===== config.mk =====
export PLATFORM = sky130hd
export DESIGN_NAME = pc_gen_flat
export DESIGN_NICKNAME = d
export VERILOG_FILES = /design/src/rtl/pc_gen_pkg.sv /design/src/rtl/pc_gen_if.sv /design/src/rtl/pc_redir_buf.sv /design/src/rtl/pc_gen.sv /design/src/flat_wrapper.sv
export SDC_FILE = /design/constraint.sdc
export NUM_CORES = 1
export LEC_CHECK = 0
export CAP_MARGIN = 20
export CORE_UTILIZATION = 35
export DETAILED_ROUTE_END_ITERATION = 10
export SLEW_MARGIN = 25
export SYNTH_ARGS = -nofsm -noshare
export SYNTH_HDL_FRONTEND = slang
export SYNTH_SLANG_ARGS = --single-unit

===== constraint.sdc =====
create_clock -name clk -period 2.1 [get_ports clk]
set_input_delay 0.21 -clock clk [delete_from_list [all_inputs] [get_ports clk]]
set_output_delay 0.21 -clock clk [all_outputs]
set_load 0.1 [all_outputs]

===== src/rtl/pc_gen_pkg.sv =====
// Shared constants and types for the fetch-address generator.
// Default vectors, the AdEL exception code, and the next-PC select type.
package pc_gen_pkg;

  localparam logic [31:0] DEF_RESET_VEC = 32'h0000_3000;
  localparam logic [31:0] DEF_EXC_VEC   = 32'h0000_4180;
  localparam logic [31:0] DEF_IMEM_BASE = 32'h0000_3000;
  localparam logic [31:0] DEF_IMEM_TOP  = 32'h0000_6FFF;
  localparam int          DEF_STEP      = 4;

  // ExcCode reported by CP0 for an instruction-fetch address error.
  localparam logic [4:0]  EXC_ADEL      = 5'd4;

  typedef enum logic [2:0] {
    SEL_SEQ,
    SEL_EXC,
    SEL_ERET,
    SEL_HOLD,
    SEL_REDIR,
    SEL_PEND
  } pc_sel_e;

endpackage


===== src/rtl/pc_gen_if.sv =====
// Fetch-control bundle between the pipeline control side and pc_gen.
// master: stall/req/eret/epc/redirect in, pc/pc_plus/pend/adel back.
interface pc_gen_if #(
  parameter int WIDTH = 32
);

  logic             stall_i;
  logic             req_i;
  logic             eret_i;
  logic [WIDTH-1:0] epc_i;
  logic             redir_valid_i;
  logic [WIDTH-1:0] redir_target_i;
  logic [WIDTH-1:0] pc_o;
  logic [WIDTH-1:0] pc_plus_o;
  logic             pend_o;
  logic             adel_o;

  modport master (
    output stall_i,
    output req_i,
    output eret_i,
    output epc_i,
    output redir_valid_i,
    output redir_target_i,
    input  pc_o,
    input  pc_plus_o,
    input  pend_o,
    input  adel_o
  );

  modport slave (
    input  stall_i,
    input  req_i,
    input  eret_i,
    input  epc_i,
    input  redir_valid_i,
    input  redir_target_i,
    output pc_o,
    output pc_plus_o,
    output pend_o,
    output adel_o
  );

endinterface


===== src/rtl/pc_redir_buf.sv =====
// One-entry buffer holding a redirect resolved while fetch is stalled.
// Ports: clk/rst, capture/clear/consume controls, target in, pend_v/pend_t out.
module pc_redir_buf #(
  parameter int WIDTH = 32
) (
  input  logic             clk,
  input  logic             rst,
  input  logic             capture,
  input  logic             clear,
  input  logic             consume,
  input  logic [WIDTH-1:0] target,
  output logic             pend_v,
  output logic [WIDTH-1:0] pend_t
);

  // clear (exception/eret) beats capture; a newer capture overwrites.
  always_ff @(posedge clk) begin
    if (rst) begin
      pend_v <= 1'b0;
      pend_t <= '0;
    end else if (clear) begin
      pend_v <= 1'b0;
    end else if (capture) begin
      pend_v <= 1'b1;
      pend_t <= target;
    end else if (consume) begin
      pend_v <= 1'b0;
    end
  end

endmodule


===== src/rtl/pc_gen.sv =====
// Fetch PC register with exception/ERET vectors, stall-safe redirects, AdEL.
// Ports: clk, rst (sync, active-high), bus (pc_gen_if slave).
module pc_gen
  import pc_gen_pkg::*;
#(
  parameter int             WIDTH     = 32,
  parameter logic [WIDTH-1:0] RESET_VEC = WIDTH'(DEF_RESET_VEC),
  parameter logic [WIDTH-1:0] EXC_VEC   = WIDTH'(DEF_EXC_VEC),
  parameter logic [WIDTH-1:0] IMEM_BASE = WIDTH'(DEF_IMEM_BASE),
  parameter logic [WIDTH-1:0] IMEM_TOP  = WIDTH'(DEF_IMEM_TOP),
  parameter int             STEP      = DEF_STEP
) (
  input  logic   clk,
  input  logic   rst,
  pc_gen_if.slave bus
);

  // Last word start that still fits entirely below IMEM_TOP.
  localparam logic [WIDTH-1:0] LAST_WORD = IMEM_TOP - WIDTH'(3);

  logic [WIDTH-1:0] pc;
  logic [WIDTH-1:0] pc_next;
  logic [WIDTH-1:0] pc_plus;
  logic             pend_v;
  logic [WIDTH-1:0] pend_t;
  logic             capture;
  logic             clear;
  logic             consume;
  logic             adel;
  pc_sel_e          sel;

  assign pc_plus = pc + WIDTH'(STEP);

  always_comb begin
    sel = SEL_SEQ;
    if (bus.req_i)
      sel = SEL_EXC;
    else if (bus.eret_i)
      sel = SEL_ERET;
    else if (bus.stall_i)
      sel = SEL_HOLD;
    else if (bus.redir_valid_i)
      sel = SEL_REDIR;
    else if (pend_v)
      sel = SEL_PEND;
  end

  always_comb begin
    pc_next = pc_plus;
    unique case (sel)
      SEL_EXC:   pc_next = EXC_VEC;
      SEL_ERET:  pc_next = bus.epc_i;
      SEL_HOLD:  pc_next = pc;
      SEL_REDIR: pc_next = bus.redir_target_i;
      SEL_PEND:  pc_next = pend_t;
      SEL_SEQ:   pc_next = pc_plus;
      default:   pc_next = pc_plus;
    endcase
  end

  // Any unstalled edge retires the pending entry, used or overridden.
  assign clear   = (sel == SEL_EXC) | (sel == SEL_ERET);
  assign capture = (sel == SEL_HOLD) & bus.redir_valid_i;
  assign consume = ~bus.stall_i;

  pc_redir_buf #(
    .WIDTH (WIDTH)
  ) u_buf (
    .clk     (clk),
    .rst     (rst),
    .capture (capture),
    .clear   (clear),
    .consume (consume),
    .target  (bus.redir_target_i),
    .pend_v  (pend_v),
    .pend_t  (pend_t)
  );

  always_ff @(posedge clk) begin
    if (rst)
      pc <= RESET_VEC;
    else
      pc <= pc_next;
  end

  assign adel = (pc[1:0] != 2'b00)
              | (pc < IMEM_BASE)
              | (pc > LAST_WORD);

  assign bus.pc_o      = pc;
  assign bus.pc_plus_o = pc_plus;
  assign bus.pend_o    = pend_v;
  assign bus.adel_o    = adel;

endmodule


===== src/flat_wrapper.sv =====
// flat-port wrapper written by rule: the top's interface ports become plain ports
module pc_gen_flat import pc_gen_pkg::*;
#(
  parameter int             WIDTH     = 32,
  parameter logic [WIDTH-1:0] RESET_VEC = WIDTH'(DEF_RESET_VEC),
  parameter logic [WIDTH-1:0] EXC_VEC   = WIDTH'(DEF_EXC_VEC),
  parameter logic [WIDTH-1:0] IMEM_BASE = WIDTH'(DEF_IMEM_BASE),
  parameter logic [WIDTH-1:0] IMEM_TOP  = WIDTH'(DEF_IMEM_TOP),
  parameter int             STEP      = DEF_STEP
)
  (clk, rst, bus_stall_i, bus_req_i, bus_eret_i, bus_epc_i, bus_redir_valid_i, bus_redir_target_i, bus_pc_o, bus_pc_plus_o, bus_pend_o, bus_adel_o);
  pc_gen_if #(.WIDTH(WIDTH)) bus_i ();
  input  logic clk;
  input  logic rst;
  input wire logic [$bits(bus_i.stall_i)-1:0] bus_stall_i;
  input wire logic [$bits(bus_i.req_i)-1:0] bus_req_i;
  input wire logic [$bits(bus_i.eret_i)-1:0] bus_eret_i;
  input wire logic [$bits(bus_i.epc_i)-1:0] bus_epc_i;
  input wire logic [$bits(bus_i.redir_valid_i)-1:0] bus_redir_valid_i;
  input wire logic [$bits(bus_i.redir_target_i)-1:0] bus_redir_target_i;
  output wire logic [$bits(bus_i.pc_o)-1:0] bus_pc_o;
  output wire logic [$bits(bus_i.pc_plus_o)-1:0] bus_pc_plus_o;
  output wire logic [$bits(bus_i.pend_o)-1:0] bus_pend_o;
  output wire logic [$bits(bus_i.adel_o)-1:0] bus_adel_o;
  assign bus_i.stall_i = bus_stall_i;
  assign bus_i.req_i = bus_req_i;
  assign bus_i.eret_i = bus_eret_i;
  assign bus_i.epc_i = bus_epc_i;
  assign bus_i.redir_valid_i = bus_redir_valid_i;
  assign bus_i.redir_target_i = bus_redir_target_i;
  assign bus_pc_o = bus_i.pc_o;
  assign bus_pc_plus_o = bus_i.pc_plus_o;
  assign bus_pend_o = bus_i.pend_o;
  assign bus_adel_o = bus_i.adel_o;
  pc_gen #(.WIDTH(WIDTH), .RESET_VEC(RESET_VEC), .EXC_VEC(EXC_VEC), .IMEM_BASE(IMEM_BASE), .IMEM_TOP(IMEM_TOP), .STEP(STEP)) u_core (.clk(clk), .rst(rst), .bus(bus_i));
endmodule

* After elaboration in Yosys (flattened, before gate mapping)
Index checks and enable logic that the tools add are counted.
Operators by class: add/sub/neg operators 1, $lt $le $gt $ge 2, equal/unequal tests 6, muxes and demuxes 8, bitwise operators 5, reduce and logical (&&, ||, !) cells 3
Operator list (count):
- 32-bit one-hot mux with 5 select lines | 1
- 32-bit by 3-bit adder with 32-bit output (second input constant) | 1
- 32-bit by 15-bit > comparator with 1-bit output (second input constant) | 1
- 32-bit by 14-bit < comparator with 1-bit output (second input constant) | 1
- 3-bit two-way mux | 5
- 3-bit by 2-bit == test with 1-bit output (second input constant) | 2
- 3-bit == test (second input constant) | 2
- 3-bit by 1-bit == test with 1-bit output (second input constant) | 1
- 1-bit bitwise OR | 3
- 1-bit two-way mux | 2
- 2-bit by 1-bit inequality test with 1-bit output (second input constant) | 1
- 2-bit AND reduction | 1
- 2-bit nonzero test | 1
- 2-bit OR reduction | 1
- 1-bit AND | 1
- 1-bit NOT | 1
Word-level totals: register bits 65, input bits 70, output and inout bits 66

* Longest topological paths before layout
Gate-level depths: netlist of run 1.
depth after elaboration 9, depth in mapped cells 8, depth with buffers taken out 6

* By module
From an unflattened synthesis of run 1, not the netlist that was laid out.
Unflattened totals: cells, all modules 503, area, all modules 4149.0 µm²
Modules (own cells, without submodules):
- pc_gen | instances 1, cells an instance 354, area an instance 2648.8 µm², seq. area each 640.6 µm²
- pc_redir_buf | instances 1, cells an instance 149, area an instance 1500.2 µm², seq. area each 660.6 µm²

* Worst setup path before layout of run 1
No wires, ideal clock.
kind flip-flop to output port, start register u_core.pc[3] (netlist: u_core.bus.pc_o[3]), end output port bus_pc_plus_o[22], arrival time 3897 ps, data required time 1890 ps, slack -2007 ps, stages on the path, launching flop included 6, cell sequence dfxtp_1 -> ha_1 -> nand4_1 -> nor3_1 -> nand3_1 -> xnor2_1
On the way: longest elaborated chain between the ends 1
RTL lines:
- start, declared | RTL line pc_gen.sv:21 | logic [WIDTH-1:0] pc;
- start signal, assigned | RTL line pc_gen.sv:83 | pc <= pc_next;
- 32-bit by 3-bit adder with 32-bit output | RTL line pc_gen.sv:32 | assign pc_plus = pc + WIDTH'(STEP);
- end, declared | RTL line flat_wrapper.sv:22 | output wire logic [$bits(bus_i.pc_plus_o)-1:0] bus_pc_plus_o;
Every way passes these cells.

* Final worst setup path of run 1
start register u_core.pc[11] (netlist: u_core.bus.pc_o[11]), end output port bus_pc_plus_o[21]
The elaborated chain is that of the path after synthesis.

==> results of run 1 <==
==> metrics by stage <==
| step | setup TNS [ps] | cell area [um2] | setup WS (ps) |
|---|---|---|---|
| after floorplan | -9870 | 4890 | -622 |
| final | -1940 | 7650 | -236 |
| after CTS | -1560 | 7410 | -187 |
| after detailed placement | -740 | 6820 | -365 |
| after global routing | -3480 | 7650 | -309 |
| after global placement | -621 | 6820 | -364 |
==> worst max path at each step <==
stage               cells after the start             endpoint
finish                                  9    bus_pc_plus_o[21]
global route                            7    bus_pc_plus_o[25]
CTS                                     7    bus_pc_plus_o[25]
detailed placement                      6   u_core.bus.pc_o[7]
global placement                        6   u_core.bus.pc_o[7]
floorplan                               6  u_core.bus.pc_o[25]
==> layout make-up <==
cell class / count / share of cell area [%]
clock buffer: 15 / 3.91
clock inverter: 1 / 0.0654
inverter: 31 / 1.52
multi-input combinational: 421 / 42.4
sequential: 65 / 18.4
tap: 143 / 2.34
timing repair buffer: 236 / 31.3
==> worst reg2reg max path, cell delays in order, from the launching register on <==
cell and delay (ps):
dfxtp_4 350, nand4_1 120, buf_4 180, nor4_4 280
buf_6 160, buf_4 110, buf_6 120, nand3b_1 150
a21o_1 220, a211oi_2 160
==> metal layers <==
metal,vias up,routed length (um),share of wire (%)
met5,-,0,0
li1,2434,-,-
met3,20,1240,7.2
met4,0,231,1.3
met1,2458,7970,47
met2,240,7690,45
==> timing repair <==
item	CTS	global route
setup endpoints to repair	19	22
setup buffers	20	21
gates resized for setup	29	16
pin swaps	19	20
==> report_power, final <==
| group | total [mW] | internal, mW | switching (mW) |
|---|---|---|---|
| Sequential | 1.35 | 1.28 | 0.0730 |
| Clock | 1.53 | 0.967 | 0.558 |
| Combinational | 1.60 | 0.581 | 1.02 |
==> logic make-up (layout without fill, tap and decap cells) <==
logic type	Yosys count	after routing	synth area share (%)
AOI/OAI and AO/OA	143	143	23.9
xor gates and xnor gates	27	27	5.93
adders and majority gates	1	1	0.304
buffers and inverters	84	283	8.39
DFF	65	65	31.6
muxes	3	3	0.730
and+or+nand+nor	247	247	29.2
==> synthesized netlist by cell type (3+ instances only) <==
cell type / instances / area [um2]
nor3b_1: 5 / 37.5
dfxtp_1: 65 / 1300
a21oi_1: 57 / 285
mux2i_1: 3 / 30.0
nand3_1: 20 / 100
buf_1: 3 / 11.3
a31oi_1: 3 / 18.8
buf_2: 11 / 55.1
a21o_1: 5 / 37.5
a222oi_1: 4 / 40.0
nor4_1: 12 / 75.1
xor2_1: 7 / 61.3
o32ai_1: 8 / 70.1
a41oi_1: 3 / 26.3
and3_1: 8 / 50.1
a221oi_1: 27 / 236
nand2_1: 100 / 375
nand4_1: 10 / 62.6
a211oi_1: 3 / 22.5
inv_1: 30 / 113
xnor2_1: 19 / 166
nand2b_1: 4 / 25.0
clkbuf_1: 35 / 131
o21ai_0: 10 / 50.1
nor3_1: 22 / 110
o211ai_1: 3 / 22.5
a22oi_1: 3 / 22.5
nor2_1: 46 / 173
==> state kept, by name, summed over array words and instances (netlist names) <==
signal and count:
u_core.bus.pc_o 32, u_core.u_buf.pend_t 32, u_core.u_buf.pend_v 1
==> summary.txt, run 1 <==
Outcome: complete, but fails checks
Failing checks: negative setup slack
CP Class: flip-flop to output port
Placed Cells: 856
Critical path arrival: 2130 ps
WL final: 17.1 mm
Final min period: 2340 ps
WP buf/inv: 5
Unrepaired setup endpoints after global routing: true
Residual DRC: 0
Most frequent cells in the layout: 123 x buf_4, 96 x nand2_1, 68 x clkdlybuf4s50_1
# rows: 39
Max-cap viol count: 0
Worst-Margin Slew: 791 ps
Synth Flop Type: dfxtp_1
Total track usage: 27.5%
Clock transition at path regs: 60 ps
Max Fclk: 428 MHz
Synth warn: 0
Area occupied by multi-input gates: 0.00324 mm2
Die height: 110 um
Core Util, Final: 67.0%
# clock sinks: 65
Netlist cell types: 59
Root buf cell: clkbuf_16
First-pass iteration count of the detailed router: 7
Commonest non-fill, non-tap cell in the layout: buf_4
CP Cell Sequence: nand4_1 -> buf_4 -> nor4_4 -> buf_6 -> buf_4 -> buf_6 -> nand3b_1 -> nand2_4 -> buf_12
GR peak layer: met1
Setup violators final: 20
CTS tree: done
Syn avg cell area: 7.22 um2
Nets: 835
Power Total: 4.48 mW
Period Utilization, post-route: 111%
Rel. slew slack: 47.1%
Setup crit end kind: output port
Post-synthesis sequential area ratio: 31.6%
DIE AREA: 0.0122 mm2
Post-Layout Cell Count: 912
Bufs on Longest Clock Path: 2
Vias: 5152
Num CTS Buffers: 9
Met1 usage: 40.8%
R2R Path End: u_core.bus.pc_o[21]
Initial antenna violation count: 0
Synth Register Bits: 65
Area Growth Syn to Fin: 85.8%
Synth Net Count: 641
Final Hold Viols: 0
Share of cells above drive strength 1: 37.3%
Mapped Area: 0.00412 mm2
N_diodes: 0
Hold Startpoint: rst
Via density per instance: 5.65
Worst r2r src: u_core.bus.pc_o[11]
Peak VDD IR: 0.407 mV
Worst Path Max Fanout: 5
Drt initial violations: 309
Max incr delay on CP: 350 ps
Required time worst endpoint: 1890 ps
Routed length per instance: 18.8 um
I/O Buffers: 135
Pins Over Slew Limit: 0
Final setup margin: -236 ps
I/O pins: 136
Post-Syn Instances: 570
R2R Setup Slk: 160 ps
First-pass GRT wire length: 26.5 mm
Hold Path Class: input pin to flip-flop
Vias in the first global route: 4836
Pwr/cell area: 585 mW/mm2
Hold Path Sink: u_core.u_buf.pend_t[20]
Fill cell count: 919
CP startpoint kind: flip-flop
Slowest-stage cell, CP: dfxtp_4
Leakage power: 3.16 nW
Starting Density: 36.1%
Overflow after GRT: 0
Core ar.: 0.0114 mm2
Worst Skew: 6.09 ps
Post-synth EDFFs: 0
Worst skew pair latency: 340 ps
Ys async rst share: 0%
H-tree depth: 3
RD Place Congestion: 0.907
Largest net degree at the start of global routing: 31
Hold path cells: 2
Met3 Resource Use GR: 5.05%
Critical path startpoint: u_core.bus.pc_o[11]
CTS Hold Bufs: 0
Reg2reg path depth: 9
DP Wirelength: 12.3 mm
Reg area: 0.00141 mm2
Die Wd: 110 um
Post-route ant nets: 0
Met2 Use GR: 40.2%
Hold_ws: 389 ps
Worst path top cell family by delay: buffers and inverters
(Power assumes the default switching activity.)
==> inputs of run 2 (changes only) <==
CORE_UTILIZATION = 47   (was 35)
PLACE_DENSITY = 0.82   (was unset)
SLEW_MARGIN = 20   (was 25)
SYNTH_HIERARCHICAL = 1   (was unset)
==> run 2 against run 1 <==
Compared with the run above: the flow still finishes with violations (negative setup slack); count of clock-buffer cells in the layout down 2; clock power down 29%; area after synthesis up 0.79%; global-route usage up 14 points; non-clock buffer count up 13; worst setup slack worse by 300 ps; synthesized cell count down 12%; first-iteration DRC count rose to 3.7 times the previous value; sequential power about the same; critical path type is now flip-flop to flip-flop; largest cell class unchanged; largest power group unchanged.
==> summary.txt, run 2 <==
Hold Path Class: input pin to flip-flop
Hold_ws: 210 ps (-179 ps)
Commonest cells post-synth: 65 x dfxtp_1, 40 x a21oi_1, 34 x nand2b_1, 33 x nand4bb_1, 31 x o21ai_1
Power Internal: 2.35 mW (-17%)
Top-count cell post-synth: dfxtp_1
Final setup margin: -532 ps (-296 ps)
Syn avg cell area: 8.25 um2 (+14%)
# rows: 33 (-15%)
Yosys top cell area share: 31.4% (-0.25 points)
Synth Flop Type: dfxtp_1
Post-synth EDFFs: 0 (unchanged)
Pins Over Slew Limit: 0 (unchanged)
Mapped Area: 0.00415 mm2 (+0.79%)
Bufs on Longest Clock Path: 2 (unchanged)
Slowest-stage cell, CP: nor4_1
Starting Density: 49.5% (+13 points)
Failing checks: negative setup slack
CTS Hold Bufs: 0 (unchanged)
Period Utilization, post-route: 125% (+14 points)
Synth Register Bits: 65 (unchanged)
Critical path arrival: 2820 ps (+690 ps)
Drt initial violations: 1148 (+270%)
Nets: 791 (-5.3%)
Root buf cell: clkbuf_8
CP Cell Sequence: ha_4 -> nand3_4 -> or3_4 -> buf_4 -> buf_6 -> nor4_1 -> a2111oi_2
Post-route ant nets: 0 (unchanged)
Peak VDD IR: 0.421 mV (+3.4%)
CTS tree: done
Final Hold Viols: 0 (unchanged)
Synth area leader: dfxtp_1
Most frequent cells in the layout: 133 x buf_4, 68 x clkdlybuf4s50_1, 40 x a21oi_1
Sw Ratio: 40.3% (+3.5 points)
N_diodes: 0 (unchanged)
Worst skew pair latency: 380 ps (+40 ps)
DIE AREA: 0.00921 mm2 (-25%)
Setup TNS Final: -7650 ps (-5710 ps)
WP buf/inv: 2 (-3)
First-pass iteration count of the detailed router: 6 (-1)
I/O Buffers: 135 (unchanged)
Placed instance area: 0.00671 mm2 (-1.7%)
Num CTS Buffers: 9 (unchanged)
Synth Net Count: 574 (-10%)
Commonest non-fill, non-tap cell in the layout: buf_4
CP Class: flip-flop to flip-flop
# clock sinks: 65 (unchanged)
CP startpoint kind: flip-flop
Netlist cell types: 61 (+3.4%)
Sw Pwr: 1.59 mW (-3.9%)
Via density per instance: 6.97 (+23%)
Outcome: complete, but fails checks
Largest net degree at the start of global routing: 50 (+61%)
First-pass GRT wire length: 28.7 mm (+8.3%)
Area Growth Syn to Fin: 80.4%
Worst path top cell family by delay: simple AND/OR/NAND/NOR gates
Area contributors post-synth: dfxtp_1 31%, nand4bb_1 9.0%, nand2b_1 5.1%
Combinational cell fraction of total power: 39.0% (+3.3 points)
Pwr/cell area: 526 mW/mm2 (-10%)
Power share of the sequential group: 33.7% (+3.5 points)
I/O pins: 136 (unchanged)
Post-route cell area: 0.00748 mm2 (-2.2%)
Clock network fraction of total power: 27.4% (-6.7 points)
Worst Skew: 30.2 ps (+24.1 ps)
Share of cells above drive strength 1: 41.0% (+3.7 points)
Worst-Margin Slew: 1280 ps (+490 ps)
WL final: 22.3 mm (+30%)
Total track usage: 41.9% (+14 points)
Initial antenna violation count: 0 (unchanged)
DP Wirelength: 12.3 mm (-0.55%)
Routed length per instance: 26.9 um (+43%)
Synth warn: 6 (+6)
Required time worst endpoint: 2290 ps (+400 ps)
Vias in the first global route: 5201 (+7.5%)
Die height: 96.0 um (-13%)
RD Place Congestion: 0.961 (+6.0%)
H-tree depth: 3 (unchanged)
Clock transition at path regs: 100 ps (+40 ps)
Final min period: 2630 ps (+296 ps)
Residual DRC: 0 (unchanged)
Die Wd: 96.0 um (-13%)
Worst Path Max Fanout: 3 (-2)
Ys async rst share: 0% (unchanged)
Max-cap viol count: 0 (unchanged)
Setup violators final: 30 (+50%)
Max Fclk: 380 MHz (-11%)
Post-Syn Instances: 503 (-12%)
Vias: 5780 (+12%)
Core ar.: 0.00838 mm2 (-27%)
Max incr delay on CP: 1020 ps (+670 ps)
Post-Layout Cell Count: 829 (-9.1%)
Unrepaired setup endpoints after global routing: true
Placed Cells: 772 (-9.8%)
Leakage power: 3.00 nW (-5.1%)
Rel. slew slack: 13.8% (-33 points)
Setup crit end kind: flip-flop
Overflow after GRT: 0 (unchanged)
Post-synthesis sequential area ratio: 31.4% (-0.25 points)
## run 2: timing repair
action / 4_1_cts / 5_1_grt
pin swaps: 31 / 19
buffers inserted: 29 / 15
endpoints found under the setup margin: 21 / 28
gates resized for setup: 34 / 26
## run 2: area by class of cell
class                           count  area, um2
Inverter                           15       60.1
Tap cell                          105        131
Fill cell                         358        898
Multi-Input combinational cell    380       3200
Timing Repair Buffer              249       2490
Sequential cell                    65       1420
Clock buffer                       13        170
Clock inverter                      2       11.3
## run 2: worst paths after layout
kind	startpoint	endpoint	depth (start not counted)	slack [ps]
worst max-delay path	u_core/bus.pc_o[3]	u_core/bus.pc_o[16]	7	-530
worst min-delay path	rst	u_core/bus.pc_o[1]	2	210
worst max register to register	u_core/bus.pc_o[3]	u_core/bus.pc_o[16]	7	-530
worst min register to register	u_core/u_buf/pend_t[1]	u_core/bus.pc_o[1]	2	450
## run 2: metal layers
layer | part of all wire (%) | vias up | wire length, um | GRT usage [%]
met2 | 43 | 581 | 9680 | 64.7
met1 | 36 | 2658 | 8090 | 53.5
li1 | - | 2332 | - | -
met4 | 7.8 | 0 | 1740 | 20.0
met5 | 0 | - | 0 | 0
met3 | 13 | 209 | 2820 | 12.4
## run 2: metrics by stage
stage | power, mW | worst slack [ps] | utilization, %
after floorplan | 2.22 | -631 | -
after global placement | 2.73 | -82.8 | 80.1
after detailed placement | 2.75 | -187 | 80.1
after CTS | 3.78 | -279 | 86.8
after global routing | 3.99 | -586 | 89.3
final | 3.93 | -532 | 89.3
## run 2: kinds of logic after synthesis
family	synth area share (%)
DFF	31.4
adders and majority gates	0.302
xor gates and xnor gates	5.25
buffers and inverters	6.30
and+or+nand+nor	31.9
AOI/OAI and AO/OA	24.8
## run 2: power groups by stage
stage	combinational [mW]	clock (mW)	sequential [mW]
final	1.53	1.08	1.33
after global placement	1.38	0	1.35
after CTS	1.44	1.02	1.31
after global routing	1.57	1.10	1.33
after detailed placement	1.40	0	1.35
after floorplan	0.609	0	1.61
